<file path="src/rtl/instr_fetch_unit_pkg.sv">
// instr_fetch_unit_pkg: ISA opcodes, instruction layout and fetch FSM states
package instr_fetch_unit_pkg;
  localparam int INSTR_W = 18;
  localparam logic [3:0] OP_ROT  = 4'b0000;
  localparam logic [3:0] OP_MOVA = 4'b0001;
  localparam logic [3:0] OP_ADD  = 4'b0010;
  localparam logic [3:0] OP_SUB  = 4'b0011;
  localparam logic [3:0] OP_MUL  = 4'b0100;
  localparam logic [3:0] OP_INR  = 4'b0101;
  localparam logic [3:0] OP_DCR  = 4'b0110;
  localparam logic [3:0] OP_ADI  = 4'b0111;
  localparam logic [3:0] OP_HLT  = 4'b1000;
  localparam logic [3:0] OP_SBI  = 4'b1001;
  localparam logic [3:0] OP_REG  = 4'b1010;
  localparam logic [3:0] OP_MOV  = 4'b1011;
  localparam logic [3:0] OP_MVI  = 4'b1100;
  localparam logic [3:0] OP_ORI  = 4'b1101;
  localparam logic [3:0] OP_ANI  = 4'b1110;
  localparam logic [3:0] OP_XRI  = 4'b1111;
  typedef struct packed {
    logic [3:0] op;
    logic [2:0] rd;
    logic [2:0] rs;
    logic [7:0] imm;
  } instr_t;
  typedef enum logic [2:0] {S_IDLE, S_FETCH, S_ISSUE, S_HOLD, S_HALT} state_t;
endpackage

</file>
<file path="src/rtl/instr_store.sv">
// instr_store: program memory with one synchronous write port and one synchronous read port
module instr_store import instr_fetch_unit_pkg::*; #(
  parameter int DEPTH = 16,
  localparam int AW = $clog2(DEPTH)
) (
  input  logic               clk,
  input  logic               we_i,
  input  logic [AW-1:0]      waddr_i,
  input  logic [INSTR_W-1:0] wdata_i,
  input  logic [AW-1:0]      raddr_i,
  output logic [INSTR_W-1:0] rdata_o
);
  logic [INSTR_W-1:0] mem_q [DEPTH];
  always_ff @(posedge clk) begin
    if (we_i) mem_q[waddr_i] <= wdata_i;
    rdata_o <= mem_q[raddr_i];
  end
endmodule

</file>
<file path="src/rtl/instr_fetch_unit.sv">
// instr_fetch_unit: fetches from the program store and holds each instruction's fields
// stable for the handshake-free decoder (longer for MUL), with stall and halt/resume.
module instr_fetch_unit import instr_fetch_unit_pkg::*; #(
  parameter int DEPTH = 16,
  parameter int HOLD_CYCLES = 2,
  parameter int MUL_HOLD = 4,
  localparam int AW = $clog2(DEPTH)
) (
  input  logic               clk,
  input  logic               rst_n,
  input  logic               start,
  input  logic               stall,
  input  logic               prog_we,
  input  logic [AW-1:0]      prog_addr,
  input  logic [INSTR_W-1:0] prog_data,
  output logic [3:0]         bit1,
  output logic [2:0]         bit2,
  output logic [2:0]         bit3,
  output logic [7:0]         bit4,
  output logic               issue,
  output logic [AW-1:0]      pc,
  output logic               halted
);
  state_t state_q, state_d;
  instr_t f_q, f_d, rd;
  logic [AW-1:0] pc_q, pc_d;
  logic [7:0] cnt_q, cnt_d;
  logic issue_q, issue_d;
  logic idle_or_halt;
  assign idle_or_halt = (state_q == S_IDLE) || (state_q == S_HALT);
  instr_store #(.DEPTH(DEPTH)) u_store (
    .clk     (clk),
    .we_i    (prog_we && idle_or_halt),
    .waddr_i (prog_addr),
    .wdata_i (prog_data),
    .raddr_i (pc_q),
    .rdata_o (rd)
  );
  always_comb begin
    state_d = state_q;
    pc_d    = pc_q;
    f_d     = f_q;
    cnt_d   = cnt_q;
    issue_d = 1'b0;
    case (state_q)
      S_IDLE, S_HALT: state_d = start ? S_FETCH : state_q;
      S_FETCH: state_d = stall ? S_FETCH : S_ISSUE;
      S_ISSUE: begin
        f_d     = rd;
        issue_d = 1'b1;
        pc_d    = pc_q + AW'(1);
        cnt_d   = (rd.op == OP_MUL) ? 8'(MUL_HOLD) : 8'(HOLD_CYCLES);
        state_d = (rd.op == OP_HLT) ? S_HALT : S_HOLD;
      end
      S_HOLD: begin
        cnt_d   = stall ? cnt_q : cnt_q - 8'd1;
        state_d = (!stall && cnt_q <= 8'd1) ? S_FETCH : S_HOLD;
      end
      default: state_d = S_IDLE;
    endcase
  end
  always_ff @(posedge clk or negedge rst_n) begin
    if (!rst_n) begin
      state_q <= S_IDLE;
      pc_q    <= '0;
      f_q     <= '{op: OP_REG, rd: 3'd0, rs: 3'd0, imm: 8'd0};
      cnt_q   <= '0;
      issue_q <= 1'b0;
    end else begin
      state_q <= state_d;
      pc_q    <= pc_d;
      f_q     <= f_d;
      cnt_q   <= cnt_d;
      issue_q <= issue_d;
    end
  end
  // The HLT issue cycle already sits in HALT; halted rises one cycle later.
  assign halted = (state_q == S_HALT) && !issue_q;
  assign issue  = issue_q;
  assign pc     = pc_q;
  assign bit1   = f_q.op;
  assign bit2   = f_q.rd;
  assign bit3   = f_q.rs;
  assign bit4   = f_q.imm;
endmodule
</file>
<file path="config.mk">
export PLATFORM = sky130hd
export DESIGN_NAME = instr_fetch_unit
export DESIGN_NICKNAME = d
export VERILOG_FILES = /design/src/rtl/instr_fetch_unit_pkg.sv /design/src/rtl/instr_store.sv /design/src/rtl/instr_fetch_unit.sv
export SDC_FILE = /design/constraint.sdc
export NUM_CORES = 1
export LEC_CHECK = 0
export CAP_MARGIN = 20
export CORE_ASPECT_RATIO = 1.1
export CORE_MARGIN = 3
export CORE_UTILIZATION = 60
export DETAILED_ROUTE_END_ITERATION = 6
export PLACE_DENSITY = 0.79
export SETUP_SLACK_MARGIN = 0.02
export SLEW_MARGIN = 10
export SYNTH_ARGS = -nofsm -noshare
export SYNTH_HDL_FRONTEND = slang
export SYNTH_HIERARCHICAL = 1
export SYNTH_SLANG_ARGS = --single-unit
export TNS_END_PERCENT = 10
</file>
<file path="constraint.sdc">
create_clock -name clk -period 4.05 [get_ports clk]
set_input_delay 0.81 -clock clk [delete_from_list [all_inputs] [get_ports clk]]
set_output_delay 0.81 -clock clk [all_outputs]
set_load 0.005 [all_outputs]
</file>
==> results_tabular.tex <==
\begin{tabular}{lr}
\hline
Metric & Value \\
\hline
\multicolumn{2}{l}{\textbf{Outcome}} \\
\quad Run status & finished clean \\
\multicolumn{2}{l}{\textbf{Worst setup path}} \\
\quad Register-to-register path setup slack & 1590 ps \\
\quad Crit path max fanout & 30 \\
\quad Worst setup path class & reg -> out \\
\quad Worst Setup Start Kind & flop \\
\quad Category of cells accounting for the largest share of critical-path delay & flip-flops \\
\quad Start of the worst register-to-register path & state\_q[0]\$\_DFFE\_PN0P\_ \\
\quad End of the worst register-to-register path & u\_store/mem\_q[6][2]\$\_DFFE\_PP\_ \\
\quad Slowest cell on the critical path & dfrtp\_2 \\
\quad Critical path's largest stage delay & 850 ps \\
\quad Element type at the critical path end & primary output \\
\quad Buffers and inverters on the worst path & 1 \\
\quad Required time reported for the critical path endpoint & 3240 ps \\
\quad CP Data Arrival Time & 2010 ps \\
\quad CP cell instances & clkdlybuf4s50\_1 \\
\quad Number of cells traversed by the worst register-to-register path & 4 \\
\multicolumn{2}{l}{\textbf{CTS}} \\
\quad Clock transition at the register clock pins on the worst setup and hold paths after CTS & 60 ps \\
\quad Total clock buffers created by CTS & 34 \\
\quad Post-CTS setup-driven buffer insertion count & 0 \\
\quad Buffers from clock root to sink, at most & 3 \\
\quad Hold-fix buffer count after cts & 0 \\
\quad \# H-tree levels & 2 \\
\quad Clock tree from TritonCTS & yes \\
\quad Sink Count & 340 \\
\quad Source-to-sink clock delay at the later pin of the worst-skew pair & 500 ps \\
\quad CTS-repair resized insts & 0 \\
\quad Root buffer selected by CTS & clkbuf\_16 \\
\multicolumn{2}{l}{\textbf{Die}} \\
\quad Die width & 146 µm \\
\quad Core box area & 20900 µm² \\
\quad Placement Rows & 55 \\
\quad Overall die height & 160 µm \\
\quad Number of top-level design ports & 51 \\
\quad Initial standard-cell utilization of the core & 62.0\% \\
\quad Area of the die & 23400 µm² \\
\multicolumn{2}{l}{\textbf{Global routing}} \\
\quad Maximum number of pins on one net before global-route repair & 57 \\
\quad Initial antenna violation count & 1 \\
\quad First-pass GRT wire length & 42000 µm \\
\quad Global routing usage summed across all routing layers & 23.9\% \\
\quad Remaining global-route overflow & 0 \\
\quad Vias in the first global route & 6832 \\
\multicolumn{2}{l}{\textbf{Layout}} \\
\quad Area of combinational cells with multiple inputs & 2900 µm² \\
\quad Combined flip-flop and latch cell area & 9870 µm² \\
\quad Share of final-layout standard cells stronger than drive strength 1 & 19.0\% \\
\quad Synthesis-to-layout area growth & 15.2\% \\
\quad Core Util, Final & 71.4\% \\
\quad Fin nets & 754 \\
\quad Fill cell count & 1189 \\
\quad Final instance area & 14900 µm² \\
\quad Number of antenna repair diodes & 0 \\
\multicolumn{2}{l}{\textbf{Synth}} \\
\quad Leading post-synthesis cells by cell area & edfxtp\_1, mux4\_2, dfrtp\_1 \\
\quad Synthesized Nets & 679 \\
\quad Async set-reset flop share out of synthesis & 10.0\% \\
\quad Synth Flop Type & edfxtp\_1 \\
\quad Post-synth top cells & edfxtp\_1, nand2\_1, mux4\_2 \\
\quad Number of synthesized flops with an enable pin & 288 \\
\quad Yosys warns & 6 \\
\quad Area fraction of the dominant cell type after synthesis & 66.9\% \\
\quad Most repeated cell in the gate-level netlist after synthesis & edfxtp\_1 \\
\quad Netlist cell types & 50 \\
\quad Gate count of the mapped netlist & 649 \\
\quad Area leader, netlist & edfxtp\_1 \\
\quad Synthesized area per cell & 19.9 µm² \\
\quad Summed instance area of the synthesized netlist & 12900 µm² \\
\quad Share of the yosys chip area belonging to registers & 76.2\% \\
\quad Post-synthesis sequential element count & 340 \\
\multicolumn{2}{l}{\textbf{STA}} \\
\quad Fin crit period & 2820 ps \\
\quad Pin slew with the least headroom to its limit & 1070 ps \\
\quad Count of endpoints failing setup in the final report & 0 \\
\quad Period utilisation layout & 69.5\% \\
\quad Total negative setup slack & 0 ps \\
\quad Achievable frequency & 0.355 GHz \\
\quad Setup repair after global routing missed its margin & no \\
\quad Final hold violation count & 0 \\
\quad Worst max-slew margin expressed relative to the limit & 28.5\% \\
\quad Fin Clk Skew & 7.73 ps \\
\quad Count of pins over their slew limit & 0 \\
\multicolumn{2}{l}{\textbf{Detailed routing}} \\
\quad Drt first-iter violations & 624 \\
\quad Routed WL & 27000 µm \\
\quad Per-cell routed wire length & 26.1 µm \\
\quad Vias per inst & 6.32 \\
\quad Count of unresolved DRC violations after routing & 0 \\
\quad DRT Pass-1 Iters & 5 \\
\quad Routed Antenna Nets & 0 \\
\quad DR vias & 6531 \\
\multicolumn{2}{l}{\textbf{Power and ir drop}} \\
\quad IR drop worst, VDD & 0.342 mV \\
\quad Switching fraction of total power & 27.2\% \\
\quad Clk network pwr share & 31.1\% \\
\quad Leak pwr & 0.00502 µW \\
\quad Power Total & 9640 µW \\
\quad Net switching power & 2630 µW \\
\quad Logic gate share of total power & 23.4\% \\
\quad Internal power & 7010 µW \\
\quad Fraction of power consumed by sequential logic & 45.4\% \\
\quad Power per standard cell area & 647 nW/µm² \\
\multicolumn{2}{l}{\textbf{Placed design}} \\
\quad GPL Wtd Cong & 0.819 \\
\quad Total placed instance area & 13800 µm² \\
\quad Half-perimeter wire length after detailed placement & 15700 µm \\
\quad Number of input and output port buffers inserted & 50 \\
\multicolumn{2}{l}{\textbf{Min path}} \\
\quad Endpoint, Worst Hold & bit4[3]\$\_DFFE\_PN0P\_ \\
\quad Worst min path class & reg -> reg \\
\quad Worst hold path stage count & 2 \\
\quad Worst Hold Launch & u\_store/rdata\_o[3]\$\_DFF\_P\_ \\
\multicolumn{2}{l}{\textbf{Run}} \\
\quad Max-cap violation count & 0 \\
\hline
\end{tabular}
## how the worst max path moves through the flow
| stage | from | slack, ps | cells after the start | to |
|---|---|---|---|---|
| final | pc[1]$_DFFE_PN0P_ | 1230 | 1 | pc[1] |
| after global routing | pc[1]$_DFFE_PN0P_ | 1130 | 1 | pc[1] |
| after CTS | pc[1]$_DFFE_PN0P_ | 1210 | 1 | pc[1] |
| after detailed placement | prog_we | 1080 | 4 | u_store/mem_q[7][1]$_DFFE_PP_ |
| after global placement | prog_we | 1110 | 4 | u_store/mem_q[5][2]$_DFFE_PP_ |
| after floorplan | prog_we | 910 | 3 | u_store/mem_q[0][0]$_DFFE_PP_ |
## kinds of logic after synthesis
family,count (synthesis),share of synthesized area [%]
AO/OA/AOI/OAI,50,2.82
XOR/XNOR,3,0.203
adder cells (fa/ha/maj),3,0.290
buffers and inverters,36,1.70
flip-flops,340,76.2
multiplexers,77,13.6
AND/OR/NAND/NOR,140,5.17
## flip-flops by register name (all words and copies together) (netlist names)
signal	flops
u_store/mem_q	288
u_store/rdata_o	18
bit4	8
cnt_q	8
bit1	4
pc	4
bit2	3
bit3	3
state_q	3
issue	1
## power groups by stage
stage / clock, µW / combinational (µW) / sequential (µW)
after floorplan: 0 / 1650 / 4280
after global placement: 0 / 2170 / 4430
after detailed placement: 0 / 2220 / 4450
after CTS: 3050 / 2270 / 4380
after global routing: 3190 / 2440 / 4430
final: 3000 / 2260 / 4380
## worst reg2reg max path: cells and delay by family, from the launching register on
kind	cells	cell delay [ps]
simple gates	4	1560
flops	1	510
## layout make-up
class / count / share of cell area, %
flip-flops and latches: 340 / 66.2
multi-input cells: 273 / 19.5
clock buffers: 47 / 6.47
repair buffers: 71 / 4.59
well taps: 285 / 2.39
clock inverters: 13 / 0.731
inverters: 4 / 0.109
## through the flow
stage | worst slack, ps | cells | hold slack, ps
after global routing | 1130 | 1033 | 436
final | 1230 | 1033 | 413
after floorplan | 906 | 649 | 387
after global placement | 1110 | 973 | 404
after detailed placement | 1080 | 973 | 409
after CTS | 1210 | 1033 | 414
## metal layers
layer	GRT usage, %	wire length [µm]
met1	33.2	10500
met2	39.6	13800
met3	4.17	1840
met4	8.00	812
met5	0	0
## cell usage in the layout (no fill, tap or decap), types with 18 or more instances in the layout
cell / instances
edfxtp_1: 288
nand2_1: 82
clkdlybuf4s50_1: 50
mux4_2: 50
clkbuf_16: 37
a22oi_1: 36
dfrtp_1: 30
mux4_1: 22
buf_4: 19
dfxtp_1: 18
No activity file was read; power rests on OpenSTA's default activity.
